--- src/rtl/irq_sequencer.sv ---
// Prioritised, maskable, vectored interrupt sequencer: drains the pipeline, pushes PC then CCR, redirects fetch.
// Latency: request to vector_valid is 1 + DRAIN_CYCLES + PC_W/DATA_W + 1 + 1 cycles when push_ack is high every cycle.
// Backpressure: push_req/push_data hold until push_ack; the sequence waits indefinitely for the memory stage.
module irq_sequencer #(
    parameter int                  NUM_IRQ      = 4,
    parameter int                  PC_W         = 32,
    parameter int                  DATA_W       = 16,
    parameter int                  CCR_W        = 3,
    parameter logic [NUM_IRQ-1:0]  EDGE_MASK    = '1,
    parameter logic [PC_W-1:0]     VEC_BASE     = '0,
    parameter logic [PC_W-1:0]     VEC_STRIDE   = PC_W'(2),
    parameter int                  DRAIN_CYCLES = 4
) (
    input  logic                clk,
    input  logic                reset,
    input  logic [NUM_IRQ-1:0]  irq,
    input  logic                mask_we,
    input  logic [NUM_IRQ-1:0]  mask_wdata,
    input  logic [PC_W-1:0]     resume_pc,
    input  logic [CCR_W-1:0]    ccr_in,
    input  logic                reti,
    input  logic                push_ack,
    output logic                stall_fetch,
    output logic                push_req,
    output logic [DATA_W-1:0]   push_data,
    output logic                vector_valid,
    output logic [PC_W-1:0]     vector_addr,
    output logic [NUM_IRQ-1:0]  irq_ack,
    output logic                int_active,
    output logic [NUM_IRQ-1:0]  pending
);

    localparam int          NWORDS         = PC_W / DATA_W;
    localparam int          ID_W           = (NUM_IRQ > 1) ? $clog2(NUM_IRQ) : 1;
    localparam int          WCNT_W         = $clog2(NWORDS + 1);
    localparam logic [3:0]  DRAIN_CNT_INIT = 4'(DRAIN_CYCLES);

    typedef enum logic [2:0] {
        IDLE,
        DRAIN,
        SAVE_PC,
        SAVE_CCR,
        VECTOR,
        IN_ISR
    } state_t;

    state_t              state;
    state_t              state_nxt;
    logic [NUM_IRQ-1:0]  irq_q;
    logic [NUM_IRQ-1:0]  pending_q;
    logic [NUM_IRQ-1:0]  mask_q;
    logic [NUM_IRQ-1:0]  set_vec;
    logic [NUM_IRQ-1:0]  cand;
    logic [ID_W-1:0]     win_id;
    logic [ID_W-1:0]     id_q;
    logic [PC_W-1:0]     pc_q;
    logic [CCR_W-1:0]    ccr_q;
    logic [3:0]          drain_cnt;
    logic [WCNT_W-1:0]   word_cnt;

    // Edge lines compare against last cycle's sample; level lines set whenever high.
    assign set_vec = (irq & ~irq_q & EDGE_MASK) | (irq & ~EDGE_MASK);
    // Same-cycle sets are eligible so entry costs only one IDLE cycle; the mask is the registered (old) one.
    assign cand    = (pending_q | set_vec) & ~mask_q;
    assign pending = pending_q;

    always_comb begin
        win_id = '0;
        for (int i = NUM_IRQ - 1; i >= 0; i--) begin
            if (cand[i]) begin
                win_id = ID_W'(i);
            end
        end
    end

    always_ff @(posedge clk) begin
        if (reset) begin
            state <= IDLE;
        end else begin
            state <= state_nxt;
        end
    end

    always_comb begin
        state_nxt = state;
        case (state)
            IDLE:     if (|cand) state_nxt = DRAIN;
            DRAIN:    if (drain_cnt == 4'd1) state_nxt = SAVE_PC;
            SAVE_PC:  if (push_ack && (word_cnt == WCNT_W'(NWORDS - 1))) state_nxt = SAVE_CCR;
            SAVE_CCR: if (push_ack) state_nxt = VECTOR;
            VECTOR:   state_nxt = IN_ISR;
            IN_ISR:   if (reti) state_nxt = IDLE;
            default:  state_nxt = IDLE;
        endcase
    end

    always_comb begin
        stall_fetch  = 1'b0;
        push_req     = 1'b0;
        push_data    = '0;
        vector_valid = 1'b0;
        vector_addr  = '0;
        irq_ack      = '0;
        int_active   = 1'b0;
        case (state)
            DRAIN: begin
                stall_fetch = 1'b1;
            end
            SAVE_PC: begin
                stall_fetch = 1'b1;
                push_req    = 1'b1;
                push_data   = pc_q[PC_W-1 -: DATA_W];
            end
            SAVE_CCR: begin
                stall_fetch = 1'b1;
                push_req    = 1'b1;
                push_data   = DATA_W'(ccr_q);
            end
            VECTOR: begin
                stall_fetch  = 1'b1;
                vector_valid = 1'b1;
                vector_addr  = VEC_BASE + PC_W'(id_q) * VEC_STRIDE;
                irq_ack      = NUM_IRQ'(1) << id_q;
            end
            IN_ISR: begin
                int_active = 1'b1;
            end
            default: begin
            end
        endcase
    end

    always_ff @(posedge clk) begin
        if (reset) begin
            irq_q     <= '0;
            pending_q <= '0;
            mask_q    <= '0;
            id_q      <= '0;
            pc_q      <= '0;
            ccr_q     <= '0;
            drain_cnt <= '0;
            word_cnt  <= '0;
        end else begin
            irq_q     <= irq;
            // irq_ack doubles as the clear vector; OR-ing set last lets a same-cycle set win.
            pending_q <= (pending_q & ~irq_ack) | set_vec;
            if (mask_we) begin
                mask_q <= mask_wdata;
            end
            case (state)
                IDLE: begin
                    if (|cand) begin
                        id_q      <= win_id;
                        pc_q      <= resume_pc;
                        ccr_q     <= ccr_in;
                        drain_cnt <= DRAIN_CNT_INIT;
                        word_cnt  <= '0;
                    end
                end
                DRAIN: begin
                    drain_cnt <= drain_cnt - 4'd1;
                end
                SAVE_PC: begin
                    // Shift so the word on push_data is always the top slice, most-significant first.
                    if (push_ack) begin
                        pc_q     <= pc_q << DATA_W;
                        word_cnt <= word_cnt + WCNT_W'(1);
                    end
                end
                default: begin
                end
            endcase
        end
    end

endmodule

--- config.mk ---
export PLATFORM = sky130hd
export DESIGN_NAME = irq_sequencer
export DESIGN_NICKNAME = d
export VERILOG_FILES = /design/src/rtl/irq_sequencer.sv
export SDC_FILE = /design/constraint.sdc
export NUM_CORES = 1
export LEC_CHECK = 0
export CAP_MARGIN = 5
export CORE_MARGIN = 1
export CORE_UTILIZATION = 41
export CTS_CLUSTER_SIZE = 12
export DETAILED_ROUTE_END_ITERATION = 16
export PLACE_DENSITY = 0.73
export SETUP_SLACK_MARGIN = 0.3
export SKIP_LAST_GASP = 1
export SLEW_MARGIN = 40
export SYNTH_ARGS = -nofsm -noshare
export SYNTH_HDL_FRONTEND = slang
export SYNTH_SLANG_ARGS = --single-unit
--- constraint.sdc ---
create_clock -name clk -period 1.9 [get_ports clk]
set_input_delay 0.38 -clock clk [delete_from_list [all_inputs] [get_ports clk]]
set_output_delay 0.38 -clock clk [all_outputs]
set_load 0.01 [all_outputs]
### Yosys cells after proc, flatten, opt, wreduce, memory -nomap -nowiden

Cells that the tools add are included.

| word-level totals | value |
|---|---|
| bits in registers | 58 |
| bits of input ports | 48 |
| output and inout bits | 60 |
| word-level logic and storage cells | 69 |

| cells by class | value |
|---|---|
| $add $sub $neg | 2 |
| eq/ne operators | 13 |
| shift operators | 1 |
| muxes and demuxes | 25 |
| bitwise operators | 8 |
| reduce and logical (&&, ||, !) cells | 11 |

Operators with widths:

| operator | count |
|---|---|
| $mux 32 | 2 |
| $pmux 32 s2 | 1 |
| $pmux 16 s2 | 1 |
| $mux 3 | 6 |
| $pmux 3 s6 | 1 |
| $and 4x4->4 | 3 |
| $mux 2 | 6 |
| $ne 2x2->1 const B | 6 |
| $not 4->4 | 3 |
| $mux 4 | 2 |
| $or 4x4->4 | 2 |
| $pmux 4 s2 | 1 |
| $reduce_or 4->1 | 2 |
| $eq 3x2->1 const B | 2 |
| $eq 3x3->1 const B | 2 |
| $reduce_and 5->1 | 1 |
| $eq 4x1->1 const B | 1 |
| $mux 1 | 4 |
| $pmux 2 s2 | 1 |
| $reduce_and 2->1 | 2 |
| $reduce_bool 2->1 | 2 |
| $shl 1x2->4 const A | 1 |
| $sub 4x1->4 const B | 1 |
| $eq 3x1->1 const B | 1 |
| 6 further kinds | 6 |

### Longest topological paths before layout

| logic depth | value |
|---|---|
| depth after elaboration | 8 |
| depth in mapped cells | 9 |
| gate-level depth less buffers | 7 |

### Least setup slack after synthesis

Ideal clock, no wire load.

| timing path | value |
|---|---|
| kind | reg2out |
| from | register state[0] |
| to | output irq_ack[0] |
| data arrival time | 1.382 ns |
| required time | 1.520 ns |
| path slack | 0.138 ns |
| cell stages (with the launch flop) | 4 |
| path buffers | 1 |
| path through | dfxtp_1 -> buf_2 -> nor3_1 -> nor3b_1 |

| between the ends | value |
|---|---|
| longest elaborated chain between the ends | 2 |

Ends and longest elaborated chain:

| element | RTL line | source |
|---|---|---|
| start: declaration | 47 | `state_t state;` |
| start signal: assignment | 80 | `state <= state_nxt;` |
| $eq 3x3->1 | 105 | `case (state)` |
| $mux 4 | 105 |  |
| end: declaration | 28 | `output logic [NUM_IRQ-1:0] irq_ack,` |

Every way passes these cells.

### Worst setup path after layout

| timing path | value |
|---|---|
| from | register state[1] |
| to | output irq_ack[2] |

Same word-level chain as after synthesis.

==> results.md <==
- Grt met3 use: 3.794%
- Critical path arrival: 1.50 ns
- Reg2reg end: pc_q[24]
- Initial antenna violation count: 0
- Cells after Synth: 306
- Status: finished, violations left
- Synth Register Bits: 58
- Pwr dens: 1490 nW/um2
- GR peak layer: met2
- Register area share after synthesis: 41.21%
- Post-synth EDFFs: 0
- Finished Layout Cells: 504
- Period Utilization, post-route: 98.69%
- N_diodes: 0
- Area share of the largest cell type after synthesis: 41.21%
- Ports: 108
- Final slew viol count: 0
- Hold Vio Cnt, Final: 0
- Syn_area_per_cell: 9.208 um2
- Met2 Use GR: 41.02%
- Worst-Margin Slew: 0.6111 ns
- Vias in the first global route: 2605
- Hold depth: 2
- Worst-Skew Late Latency: 0.34 ns
- Grt met1 use: 27.44%
- CTS tree: built
- Final Net Count: 473
- Post-synthesis instance area: 2818 um2
- H-tree depth: 3
- Routed WL: 8263 um
- Port Buf Inserts: 77
- Hold Crit Endpoint: irq_q[1]
- Synth Warn #: 0
- CTS Buf Count: 9
- First-pass GRT wire length: 12880 um
- R2R Setup Slk: 0.06 ns
- Worst path required time: 1.52 ns
- Initial DRC Count: 129
- Fin Setup TNS: 0 ns
- Final worst slack: 0.02484 ns
- Vias per cell: 5.198
- Worst slew margin: 59.26%
- Std cell rows: 29
- Worst Setup Path Type: reg -> out
- Vias post-DR: 2620
- Pre-CTS setup slack: -0.3710 ns
- Detail Route Antenna Nets: 0
- Largest net degree at the start of global routing: 45
- Filler cell count: 475
- Crit end category: primary output
- # placed instances: 466
- Area grow syn2layout: 62.48%
- Global route overflow: 0
- Max Cap Viol: 0
- CTS Sinks: 58
- Drc violations: 7
- Setup Viol. Count Final: 0
- Synth top area cells: dfxtp_1 41%, mux2i_1 9.2%, buf_4 8.5%
- Height of the die: 84.90 um
- Die area: 7208 um2
- Final GP Congestion: 0.8076
- Clk_skew: 0.009457 ns
- R2r worst-path depth: 10
- Die width: 84.90 um
- Post-synth cell types: 40
- Hold_sp: irq[1]
- Power Total: 6.820 mW
- Ys async rst share: 0%
- FF-to-FF Start: state[1]
- Clock Tree Root: clkbuf_8
- Starting density of the core: 43.38%
- Crit Path Max Fanout: 3
- Gr usage total: 23.32%
- Layout cells sized above 1: 35.83%
- Violated checks: DRC
- Core area: 6495 um2
- Post-DP HPWL: 4729 um
- Max Fclk: 533.3 MHz
- Drt wl/cell: 16.39 um
- Peak supply drop: 0.8024 mV
- Worst hold path class: in -> reg
- Yosys top cell by area: dfxtp_1
- Most used DFF post-synth: dfxtp_1
- Reg clk slew, reported paths: 0.07 ns
- TritonRoute pass-1 iters: 11
- RSZ-0062 raised after global routing: true
- CP Launch Type: register
- Post-route minimum period: 1.875 ns
- Fin util: 70.49%
- Clk buf depth: 2
- Hold buffers post-CTS: 0
- Leakage: 1.977 nW
-- where the power goes --
group,leakage [nW],switching (mW),internal (mW),total [mW]
registers,0.482,0.279,1.59,1.87
logic,1.38,1.64,1.89,3.53
clock network,0.119,0.517,0.909,1.43
total,1.98,2.44,4.38,6.82
-- layout by cell type (no fill, tap or decap), types with 3 or more instances in the layout --
cell             instances
a21o_1                   4
buf_2                   10
dlygate4sd2_1            4
nor2b_1                  5
buf_16                   3
buf_6                   30
dfxtp_2                  3
o21ai_0                  5
buf_12                   7
ha_1                     3
nor2_4                   5
nand2b_4                 3
bufinv_16                3
inv_1                   11
a221oi_2                14
nand2b_1                 6
a22o_1                  18
mux2i_1                 23
nor2_1                  34
buf_4                   23
conb_1                  30
clkbuf_8                10
dfxtp_1                 54
and2_4                  14
clkdlybuf4s50_1         45
a21oi_1                 14
-- cell usage after synthesis, types with 4 or more instances --
cell	n
and2_1	13
a21o_1	4
clkbuf_1	7
buf_4	32
a221oi_1	16
nand2b_1	8
a21oi_1	15
inv_1	13
o21ai_0	5
nor2b_1	5
nor2_1	38
buf_2	8
a22o_1	18
mux2i_1	26
dfxtp_1	58
-- stage by stage --
step	cell area (um2)	hold WS [ns]
5_1_grt	4578	0.5011
2_1_floorplan	2959	0.4422
3_5_place_dp	3726	0.4643
6_report	4578	0.4814
4_1_cts	4329	0.4716
3_3_place_gp	3726	0.4573
-- final cells by class --
type	count	area (um2)	share of cell area (%)
Clock buffer	10	137.6	3.006
Timing Repair Buffer	126	1333	29.11
Multi-Input combinational cell	214	1680	36.70
Clock inverter	6	113.9	2.487
Tap cell	77	96.34	2.104
Inverter	13	48.80	1.066
Sequential cell	58	1169	25.53
-- how the worst max path moves through the flow --
stage	startpoint	endpoint	slack, ns	depth (start not counted)
floorplan	irq[1]	pc_q[11]	0.28	7
global placement	irq[1]	pc_q[10]	-0.33	6
detailed placement	irq[1]	pc_q[6]	-0.37	6
CTS	state[1]	irq_ack[0]	0.04	5
global route	state[1]	irq_ack[2]	-0.01	6
finish	state[1]	irq_ack[2]	0.02	6
-- worst max-delay path: stages, from the launching register on --
cell and delay, ns:
dfxtp_2 0.34, buf_12 0.12, nor3_4 0.21, buf_6 0.14, nand2_2 0.07, nor2_1 0.13
buf_2 0.15
-- cell families after synthesis --
logic type | synth area share, %
other cells | 0.1331
simple gates | 16.65
buf+inv | 13.59
xor+xnor | 0.6218
flops | 41.21
fa+ha+maj | 1.332
compound gates | 17.23
mux | 9.236
-- state kept, by name (all words and copies together) (netlist names) --
name and flops:
word_cnt 2, ccr_q 3, id_q 2, pc_q 32, irq_q 4, drain_cnt 4, state 3, mask_q 4
pending 4
-- timing repair --
action	in CTS	in global routing
cloned	3	1
endpoints found under the setup margin	67	70
hold endpoints to repair	0	0
buffers inserted	14	4
gates resized for setup	167	46
pin swaps	26	19
-- routing by layer --
metal	wire length, um	up-vias	share of wire (%)
met2	4248	102	51
met3	375	19	4.5
met4	222	0	2.7
met5	0	-	0
met1	3417	1258	41
li1	-	1241	-
(Power assumes the default switching activity.)
